==> src/rtl/util_edge_pkg.sv <==
// Shared definitions for the multi-channel edge detector: edge-mode encodings, width helper.
// Latency: n/a (constants and functions only).
// Backpressure: n/a.
package util_edge_pkg;

    localparam logic [1:0] EDGE_NONE = 2'b00;
    localparam logic [1:0] EDGE_RISE = 2'b01;
    localparam logic [1:0] EDGE_FALL = 2'b10;
    localparam logic [1:0] EDGE_BOTH = 2'b11;

    // Ceiling log2 with a floor of 1 so a counter is never zero bits wide.
    function automatic int clog2(input int value);
        int w;
        w = 0;
        while ((1 << w) < value) begin
            w++;
        end
        return (w < 1) ? 1 : w;
    endfunction

endpackage

==> src/rtl/util_edge_ch.sv <==
// One conditioner channel: synchroniser, stable-count debounce, edge strobes, pulse stretch, optional sticky flag.
// Latency: din step to level_o/rise_o/fall_o in SYNC_STAGES+STABLE_CYCLES cycles; pulse_o one cycle later.
// Backpressure: none; free-running, every accepted edge is reported.
module util_edge_ch
    import util_edge_pkg::*;
#(
    parameter int SYNC_STAGES   = 2,
    parameter int STABLE_CYCLES = 4,
    parameter int PULSE_WIDTH   = 1,
    parameter bit RST_LEVEL     = 1'b0
) (
    input  logic       clk,
    input  logic       rstn,
    input  logic       din,
    input  logic [1:0] edge_mode,
    output logic       level_o,
    output logic       rise_o,
    output logic       fall_o,
    output logic       pulse_o
`ifdef UTIL_EDGE_STICKY_EN
    ,
    input  logic       evt_clr,
    output logic       evt_flag
`endif
);

    localparam int CNT_W  = clog2(STABLE_CYCLES + 1);
    localparam int PCNT_W = clog2(PULSE_WIDTH + 1);
    localparam logic [CNT_W-1:0]  CNT_LAST  = CNT_W'(STABLE_CYCLES - 1);
    localparam logic [PCNT_W-1:0] PCNT_LOAD = PCNT_W'(PULSE_WIDTH);

    logic [SYNC_STAGES-1:0] sync_q;
    logic                   s;
    logic [CNT_W-1:0]       cnt;
    logic                   level_q;
    logic                   rise_q;
    logic                   fall_q;
    logic                   q;
    logic [PCNT_W-1:0]      pcnt;

    // Plain flop chain: nothing may sit between stages or metastability settling time is lost.
    always_ff @(posedge clk or negedge rstn) begin
        if (!rstn) begin
            sync_q <= {SYNC_STAGES{RST_LEVEL}};
        end else begin
            sync_q <= {sync_q[SYNC_STAGES-2:0], din};
        end
    end

    assign s = sync_q[SYNC_STAGES-1];

    always_ff @(posedge clk or negedge rstn) begin
        if (!rstn) begin
            level_q <= RST_LEVEL;
            cnt     <= '0;
            rise_q  <= 1'b0;
            fall_q  <= 1'b0;
        end else begin
            rise_q <= 1'b0;
            fall_q <= 1'b0;
            if (s == level_q) begin
                cnt <= '0;
            end else if (cnt == CNT_LAST) begin
                level_q <= s;
                cnt     <= '0;
                rise_q  <= s;
                fall_q  <= ~s;
            end else begin
                cnt <= cnt + CNT_W'(1);
            end
        end
    end

    always_comb begin
        q = 1'b0;
        case (edge_mode)
            EDGE_NONE: q = 1'b0;
            EDGE_RISE: q = rise_q;
            EDGE_FALL: q = fall_q;
            EDGE_BOTH: q = rise_q | fall_q;
        endcase
    end

    // A new qualifying edge reloads rather than adds, so back-to-back edges never lengthen past PULSE_WIDTH.
    always_ff @(posedge clk or negedge rstn) begin
        if (!rstn) begin
            pcnt <= '0;
        end else if (q) begin
            pcnt <= PCNT_LOAD;
        end else if (pcnt != '0) begin
            pcnt <= pcnt - PCNT_W'(1);
        end
    end

    assign level_o = level_q;
    assign rise_o  = rise_q;
    assign fall_o  = fall_q;
    assign pulse_o = (pcnt != '0);

`ifdef UTIL_EDGE_STICKY_EN
    logic flag_q;

    // Set has priority so an event landing in the clear cycle is not lost.
    always_ff @(posedge clk or negedge rstn) begin
        if (!rstn) begin
            flag_q <= 1'b0;
        end else if (q) begin
            flag_q <= 1'b1;
        end else if (evt_clr) begin
            flag_q <= 1'b0;
        end
    end

    assign evt_flag = flag_q;
`endif

endmodule

==> src/rtl/util_edge_detect_mc.sv <==
// NUM_CH independent input conditioners (sync, debounce, edge detect, pulse stretch); sticky flags with UTIL_EDGE_STICKY_EN.
// Latency: SYNC_STAGES+STABLE_CYCLES cycles to level/strobes, +1 to pulse_o.
// Backpressure: none; purely per-channel, no shared state.
module util_edge_detect_mc
    import util_edge_pkg::*;
#(
    parameter int NUM_CH        = 4,
    parameter int SYNC_STAGES   = 2,
    parameter int STABLE_CYCLES = 4,
    parameter int PULSE_WIDTH   = 1,
    parameter bit RST_LEVEL     = 1'b0
) (
    input  logic                clk,
    input  logic                rstn,
    input  logic [NUM_CH-1:0]   din,
    input  logic [2*NUM_CH-1:0] edge_mode,
    output logic [NUM_CH-1:0]   level_o,
    output logic [NUM_CH-1:0]   rise_o,
    output logic [NUM_CH-1:0]   fall_o,
    output logic [NUM_CH-1:0]   pulse_o
`ifdef UTIL_EDGE_STICKY_EN
    ,
    input  logic [NUM_CH-1:0]   evt_clr,
    output logic [NUM_CH-1:0]   evt_flag
`endif
);

    for (genvar c = 0; c < NUM_CH; c++) begin : g_ch
        util_edge_ch #(
            .SYNC_STAGES   (SYNC_STAGES),
            .STABLE_CYCLES (STABLE_CYCLES),
            .PULSE_WIDTH   (PULSE_WIDTH),
            .RST_LEVEL     (RST_LEVEL)
        ) u_ch (
            .clk       (clk),
            .rstn      (rstn),
            .din       (din[c]),
            .edge_mode (edge_mode[2*c +: 2]),
            .level_o   (level_o[c]),
            .rise_o    (rise_o[c]),
            .fall_o    (fall_o[c]),
            .pulse_o   (pulse_o[c])
`ifdef UTIL_EDGE_STICKY_EN
            ,
            .evt_clr   (evt_clr[c]),
            .evt_flag  (evt_flag[c])
`endif
        );
    end

endmodule

==> config.mk <==
export PLATFORM = sky130hd
export DESIGN_NAME = util_edge_detect_mc
export DESIGN_NICKNAME = d
export VERILOG_FILES = /design/src/rtl/util_edge_pkg.sv /design/src/rtl/util_edge_ch.sv /design/src/rtl/util_edge_detect_mc.sv
export SDC_FILE = /design/constraint.sdc
export NUM_CORES = 1
export LEC_CHECK = 0
export ABC_AREA = 1
export BUFFER_PORTS_ARGS = -buffer_cell sky130_fd_sc_hd__buf_2
export CAP_MARGIN = 20
export CORE_ASPECT_RATIO = 1.25
export CORE_MARGIN = 2
export CORE_UTILIZATION = 25
export DETAILED_ROUTE_END_ITERATION = 10
export GPL_ROUTABILITY_DRIVEN = 0
export SETUP_SLACK_MARGIN = 0.3
export SYNTH_ARGS = -nofsm -noshare
export SYNTH_HDL_FRONTEND = slang
export SYNTH_SLANG_ARGS = --single-unit
==> constraint.sdc <==
create_clock -name clk -period 0.89 [get_ports clk]
set_input_delay 0.2225 -clock clk [delete_from_list [all_inputs] [get_ports clk]]
set_output_delay 0.2225 -clock clk [all_outputs]
set_load 0.02 [all_outputs]
==> metrics.txt, run 1 <==
status finished, violations left; failing checks negative hold slack, negative setup slack; slowest CP cell dfrtp_1; clk buf depth 2; FP Rows 30; internal cell power 0.004337 W; CTS buffer count 5; most common cell after layout, fill and taps aside dfrtp_1; I/O pin count 30; critical path buffer and inverter count 1; number of synthesized register bits 36; Syn Area/Cell between 10 and 15 µm²; combinational group share of total power around a third; cell area after layout 2136 µm²; DRT Pass-1 Iters 4; Worst VDD drop ~0.0009 V; crit end category primary output; Least-Margin Pin Slew between 0.15 and 0.2 ns; Switch Pwr 0.001751 W; DR DRC count 0; final setup vio count 34; first-pass GRT wire length 3988 µm; hpwl dp 1569 µm; Final ANT Viol Nets 0; vias in the first global route roughly 940; FF-to-FF Start g_ch[2].u_ch.level_o$_DFFE_PN0P_; post-synthesis sequential area ratio between 60 and 70%; pwr dens 2850 nW/µm²; fmax 0.9547 GHz; Placed Instances 220; CP peak stage delay 0.41 ns; TritonCTS clock tree done; area of the mapped netlist 1401 µm²; Critical R2R Capture g_ch[2].u_ch.cnt[1]$_DFF_PN0_; RSZ-0062 raised after global routing yes; syn_nets about 150; clock power share 32.4%; via density per instance 3.962; most frequent cells in the layout dfrtp_1, buf_6, nand2_1; drt first-iter violations 37; largest fanout on the critical path 2; Top delay family on crit path flip-flops; top cell type's share of synthesized area 64.29%; Hold/Removal Path Class in -> async; GR Overflow Total 0; initial antenna violation count 0; vias 935; nets 189; clock-pin slew on the worst setup and hold paths roughly 0.07 ns; share of layout cells above drive strength 1 55.81%; Unique masters post-synth 9; Tcrit/Tclk final 117.7%; Clock Skew 0.006081 ns; Port Buffers 29; area growth from synthesis to layout 52.41%; Startpoint Class flop; arrival time of the worst setup path 0.82 ns; Reg power frac 34.4%; Req. time, crit path ~0.67 ns; worst skew pair latency between 0.2 and 0.3 ns; Hold Vio Cnt, Final 36; Die ar. 6224 µm²; Avg WL per Cell 10.39 µm; critical-path cell list buf_6; synth warn 0; Net Sw Frac 28.76%; total track usage under 10%; number of max-cap violations 0; synth top area cells dfrtp_1, buf_4, nand2_1, nor2_1, inv_1; crit path kind reg -> out; Starting Density 25.93%; fin util 39.51%; final wirelength 2453 µm; leakage 1.026 nW; cell depth of the worst flop-to-flop path 4; n_diodes 0; Slew Limit Fails 0; Die Y just under 90 µm; relative slew slack 86.94%; fin cells ~240; R2R setup slack -0.08 ns; core area between 5000 and 6000 µm²; Min Hold Slack -0.1041 ns; post-synth top area cell dfrtp_1; CTS root buffer clkbuf_8; Die X around 71 µm; # clock sinks 36; H-tree levels 2; largest net degree at the start of global routing 37; Post-Syn Instances 136; Final WS setup -0.1575 ns; post-route setup TNS -3.174 ns; DP Area ~1600 µm²; Tmin final 1.047 ns
==> registers in the layout, indices dropped and copies added (netlist names) <==
register,count
g_ch.u_ch.level_o,4
g_ch.u_ch.cnt,12
g_ch.u_ch.pulse_o,4
g_ch.u_ch.fall_o,4
g_ch.u_ch.rise_o,4
g_ch.u_ch.sync_q,8
==> Yosys cell counts <==
| cell type | n |
|---|---|
| buf_4 | 16 |
| dfrtp_1 | 36 |
| ha_1 | 4 |
| inv_1 | 18 |
| nand2_1 | 30 |
| nor2_1 | 20 |
| nor3_1 | 4 |
| o21ai_0 | 4 |
| xnor2_1 | 4 |
==> worst max-delay path by stage <==
stage,startpoint,endpoint,slack (ns),depth (start not counted)
floorplan,g_ch[0].u_ch.cnt[0]$_DFF_PN0_,g_ch[0].u_ch.level_o$_DFFE_PN0P_,0.04,5
global placement,g_ch[0].u_ch.level_o$_DFFE_PN0P_,g_ch[0].u_ch.cnt[1]$_DFF_PN0_,-0.06,2
detailed placement,g_ch[0].u_ch.level_o$_DFFE_PN0P_,g_ch[0].u_ch.cnt[1]$_DFF_PN0_,-0.03,2
CTS,g_ch[0].u_ch.fall_o$_DFF_PN0_,fall_o[0],-0.18,1
global route,g_ch[0].u_ch.rise_o$_DFF_PN0_,rise_o[0],-0.20,1
finish,g_ch[3].u_ch.level_o$_DFFE_PN0P_,level_o[3],-0.16,1
==> area by class of cell <==
type	count	area, µm²
Inverter	18	70.07
Sequential cell	36	903.4
Timing Repair Buffer	44	404.1
Fill cell	521	3269
Tap cell	64	80.08
Multi-Input combinational cell	66	519.2
Clock inverter	3	90.09
Clock buffer	5	68.82
==> layer usage <==
metal | global-route usage, % | routed length, µm | share of wire [%]
met5 | 0 | 0 | 0
met4 | 4.631 | 39 | 1.6
met3 | 2.992 | 123 | 5.0
met2 | 14.95 | 1322 | 54
met1 | 8.689 | 967 | 39
==> per-stage QoR <==
step / power, W / hold slack, ns / setup WS, ns
after floorplan: 0.003026 / -0.07309 / 0.04019
after global placement: 0.003216 / 0.2038 / -0.06313
after detailed placement: 0.003266 / 0.2024 / -0.03440
after CTS: 0.005837 / -0.1055 / -0.1756
after global routing: 0.006464 / -0.1047 / -0.1992
final: 0.006087 / -0.1041 / -0.1575
==> cell families after synthesis <==
group	count (synthesis)	synth area share, %
AOI/OAI and AO/OA	4	1.429
xor gates and xnor gates	4	2.500
adders and majority gates	4	3.572
buffers and inverters	34	13.39
DFF	36	64.29
and+or+nand+nor	54	14.82
==> power groups by stage <==
stage	sequential, W	combinational, W	clock [W]
after floorplan	0.00208	0.000943	0
after global placement	0.00209	0.00112	0
after detailed placement	0.00211	0.00116	0
after CTS	0.00210	0.00171	0.00203
after global routing	0.00212	0.00222	0.00212
final	0.00210	0.00202	0.00197
==> timing repair <==
item,4_1_cts,5_1_grt
gates resized for setup,57,29
setup endpoints to repair,43,44
endpoints found under the hold margin,36,36
pin swaps,10,16
buffers inserted,6,2
(Power assumes the default switching activity.)
==> inputs of run 2 (changes only) <==
==> constraint.sdc (replaced) <==
create_clock -name clk -period 1 [get_ports clk]
set_input_delay 0.25 -clock clk [delete_from_list [all_inputs] [get_ports clk]]
set_output_delay 0.25 -clock clk [all_outputs]
set_load 0.02 [all_outputs]
==> run 2 against run 1 <==
  * The run still ends with negative hold slack, negative setup slack left
  * Flip-flop and latch count unchanged
  * Utilization decreased by 0.46 points
  * Sequential power decreased by 9%
  * Power decreased by 18%
  * Non-clock buffer count decreased by 3
==> metrics.txt, run 2 (same netlist as run 1, synthesis figures left out) <==
most common cell after layout, fill and taps aside dfrtp_1 (unchanged); final setup vio count 24 (was 34); clock-pin slew on the worst setup and hold paths 0.07 ns (about the same); first-pass GRT wire length 4084 µm (was 3988 µm); H-tree levels 2 (unchanged); fmax 0.9254 GHz; largest net degree at the start of global routing 28 (was 37); DR DRC count 0 (unchanged); biggest regs g_ch.u_ch.cnt: 12 flops, g_ch.u_ch.sync_q: 8 flops (unchanged); Startpoint Class flop (unchanged); initial antenna violation count 0 (unchanged); area growth from synthesis to layout 50.62% (was 52.41%); cell depth of the worst flop-to-flop path 4 (unchanged); Top delay family on crit path flip-flops (unchanged); arrival time of the worst setup path 0.83 ns (was 0.82 ns); CP peak stage delay 0.41 ns (about the same); Worst path depth 1 (unchanged); Hold Vio Cnt, Final 9 (was 36); Worst VDD drop 0.0006711 V (was 0.0009026 V); CTS buffer count 5 (unchanged); hpwl dp 1601 µm (was 1569 µm); relative slew slack 78.36% (was 86.94%); DRT Pass-1 Iters 2 (was 4); Tcrit/Tclk final 108.1%; Least-Margin Pin Slew 0.3246 ns (was 0.1958 ns); drt first-iter violations 35 (was 37); I/O pin count 30 (unchanged); status finished, violations left (unchanged); via density per instance 3.996 (was 3.962); Min Hold Slack -0.1630 ns (was -0.1041 ns); cell area after layout 2111 µm² (was 2136 µm²); nets 186 (was 189); share of layout cells above drive strength 1 53.85% (was 55.81%); crit end category primary output (unchanged); Hold/Removal Path Class in -> async (unchanged); Clock Skew 0.003562 ns (was 0.006081 ns); largest fanout on the critical path 2 (unchanged); Tmin final approximately 1.1 ns; worst skew pair latency 0.28 ns (about the same); Slew Limit Fails 0 (unchanged); # clock sinks 36 (unchanged); TritonCTS clock tree done (unchanged); Die ar. 6224 µm² (unchanged); Die X 70.97 µm (unchanged); n_diodes 0 (unchanged); failing checks negative hold slack, negative setup slack (unchanged); DP Area 1546 µm² (was 1592 µm²); number of max-cap violations 0 (unchanged); Final WS setup -0.08057 ns (was -0.1575 ns); Die Y 87.71 µm (unchanged); Starting Density 25.93% (unchanged); RSZ-0062 raised after global routing yes (unchanged); Biggest register g_ch.u_ch.cnt (unchanged); crit path kind reg -> out (unchanged); critical path buffer and inverter count 1 (unchanged); slowest CP cell dfrtp_1 (unchanged); Largest register FFs 12 (unchanged); Req. time, crit path 0.75 ns (was 0.67 ns); core area 5405 µm² (unchanged); GR Overflow Total 0 (unchanged); final wirelength 2648 µm (was 2453 µm); critical-path cell list buf_6 (unchanged); FP Rows 30 (unchanged); total track usage 8.561% (was 8.438%); vias 931 (was 935); CTS root buffer clkbuf_8 (unchanged); Pwr Total 0.005002 W (was 0.006087 W); most frequent cells in the layout dfrtp_1, buf_6, nand2_1 (unchanged); Final ANT Viol Nets 0 (unchanged); Port Buffers 29 (unchanged); Avg WL per Cell 11.36 µm (was 10.39 µm); leakage 0.9971 nW (was 1.026 nW); vias in the first global route 934 (was 937); clk buf depth 2 (unchanged); pwr dens 2370 nW/µm² (was 2850 nW/µm²)
[run 2: power breakdown]
group | leakage, nW | switching [W] | internal (W)
logic | 0.472 | 0.000876 | 0.000973
clock network | 0.0552 | 0.000496 | 0.000740
registers | 0.470 | 0.000216 | 0.00170
total | 0.997 | 0.00159 | 0.00341
[run 2: worst paths after layout]
check | slack (ns) | to | startpoint
setup / recovery | -0.08 | level_o[3] | g_ch[3].u_ch.level_o$_DFFE_PN0P_
hold / removal | -0.16 | g_ch[2].u_ch.level_o$_DFFE_PN0P_ | rstn
setup reg to reg | -0.06 | g_ch[2].u_ch.cnt[1]$_DFF_PN0_ | g_ch[2].u_ch.level_o$_DFFE_PN0P_
hold reg to reg | 0.35 | g_ch[1].u_ch.sync_q[1]$_DFF_PN0_ | g_ch[1].u_ch.sync_q[0]$_DFF_PN0_
max in group asynchronous | 0.75 | g_ch[1].u_ch.sync_q[1]$_DFF_PN0_ | rstn
min in group clk | 0.07 | g_ch[3].u_ch.sync_q[0]$_DFF_PN0_ | din[3]
[run 2: per-layer routing]
layer / global-route usage [%] / vias up / wire (µm)
met5: 0 / - / 0
met4: 4.117 / 0 / 51
met3: 3.107 / 5 / 134
met2: 14.36 / 23 / 1451
met1: 9.710 / 448 / 1011
li1: - / 455 / -
[run 2: cell type report]
class / instances / area, µm²
fill: 525 / 3294
clock buffer: 6 / 72.57
tap: 64 / 80.08
inverter: 18 / 82.58
timing repair buffer: 41 / 374.1
sequential: 36 / 900.9
clock inverter: 2 / 35.03
multi-input combinational: 66 / 565.5
[run 2: timing repair]
item                                    CTS  global route
buffers inserted                          6             5
gates resized for setup                  55            38
endpoints found under the hold margin     9             9
pin swaps                                17            14
endpoints found under the setup margin   40            41
[run 2: stage by stage]
step / hold slack, ns / worst slack, ns / utilization (%) / TNS, ns / instances
after floorplan: -0.04559 / 0.1502 / - / 0 / 136
after global placement: 0.1433 / 0.04383 / 28.61 / 0 / 214
after detailed placement: 0.1395 / 0.04649 / 28.61 / 0 / 214
after CTS: -0.1676 / -0.09337 / 35.93 / -1.067 / 228
after global routing: -0.1570 / -0.1067 / 39.05 / -1.909 / 233
final: -0.1630 / -0.08057 / 39.05 / -1.068 / 233
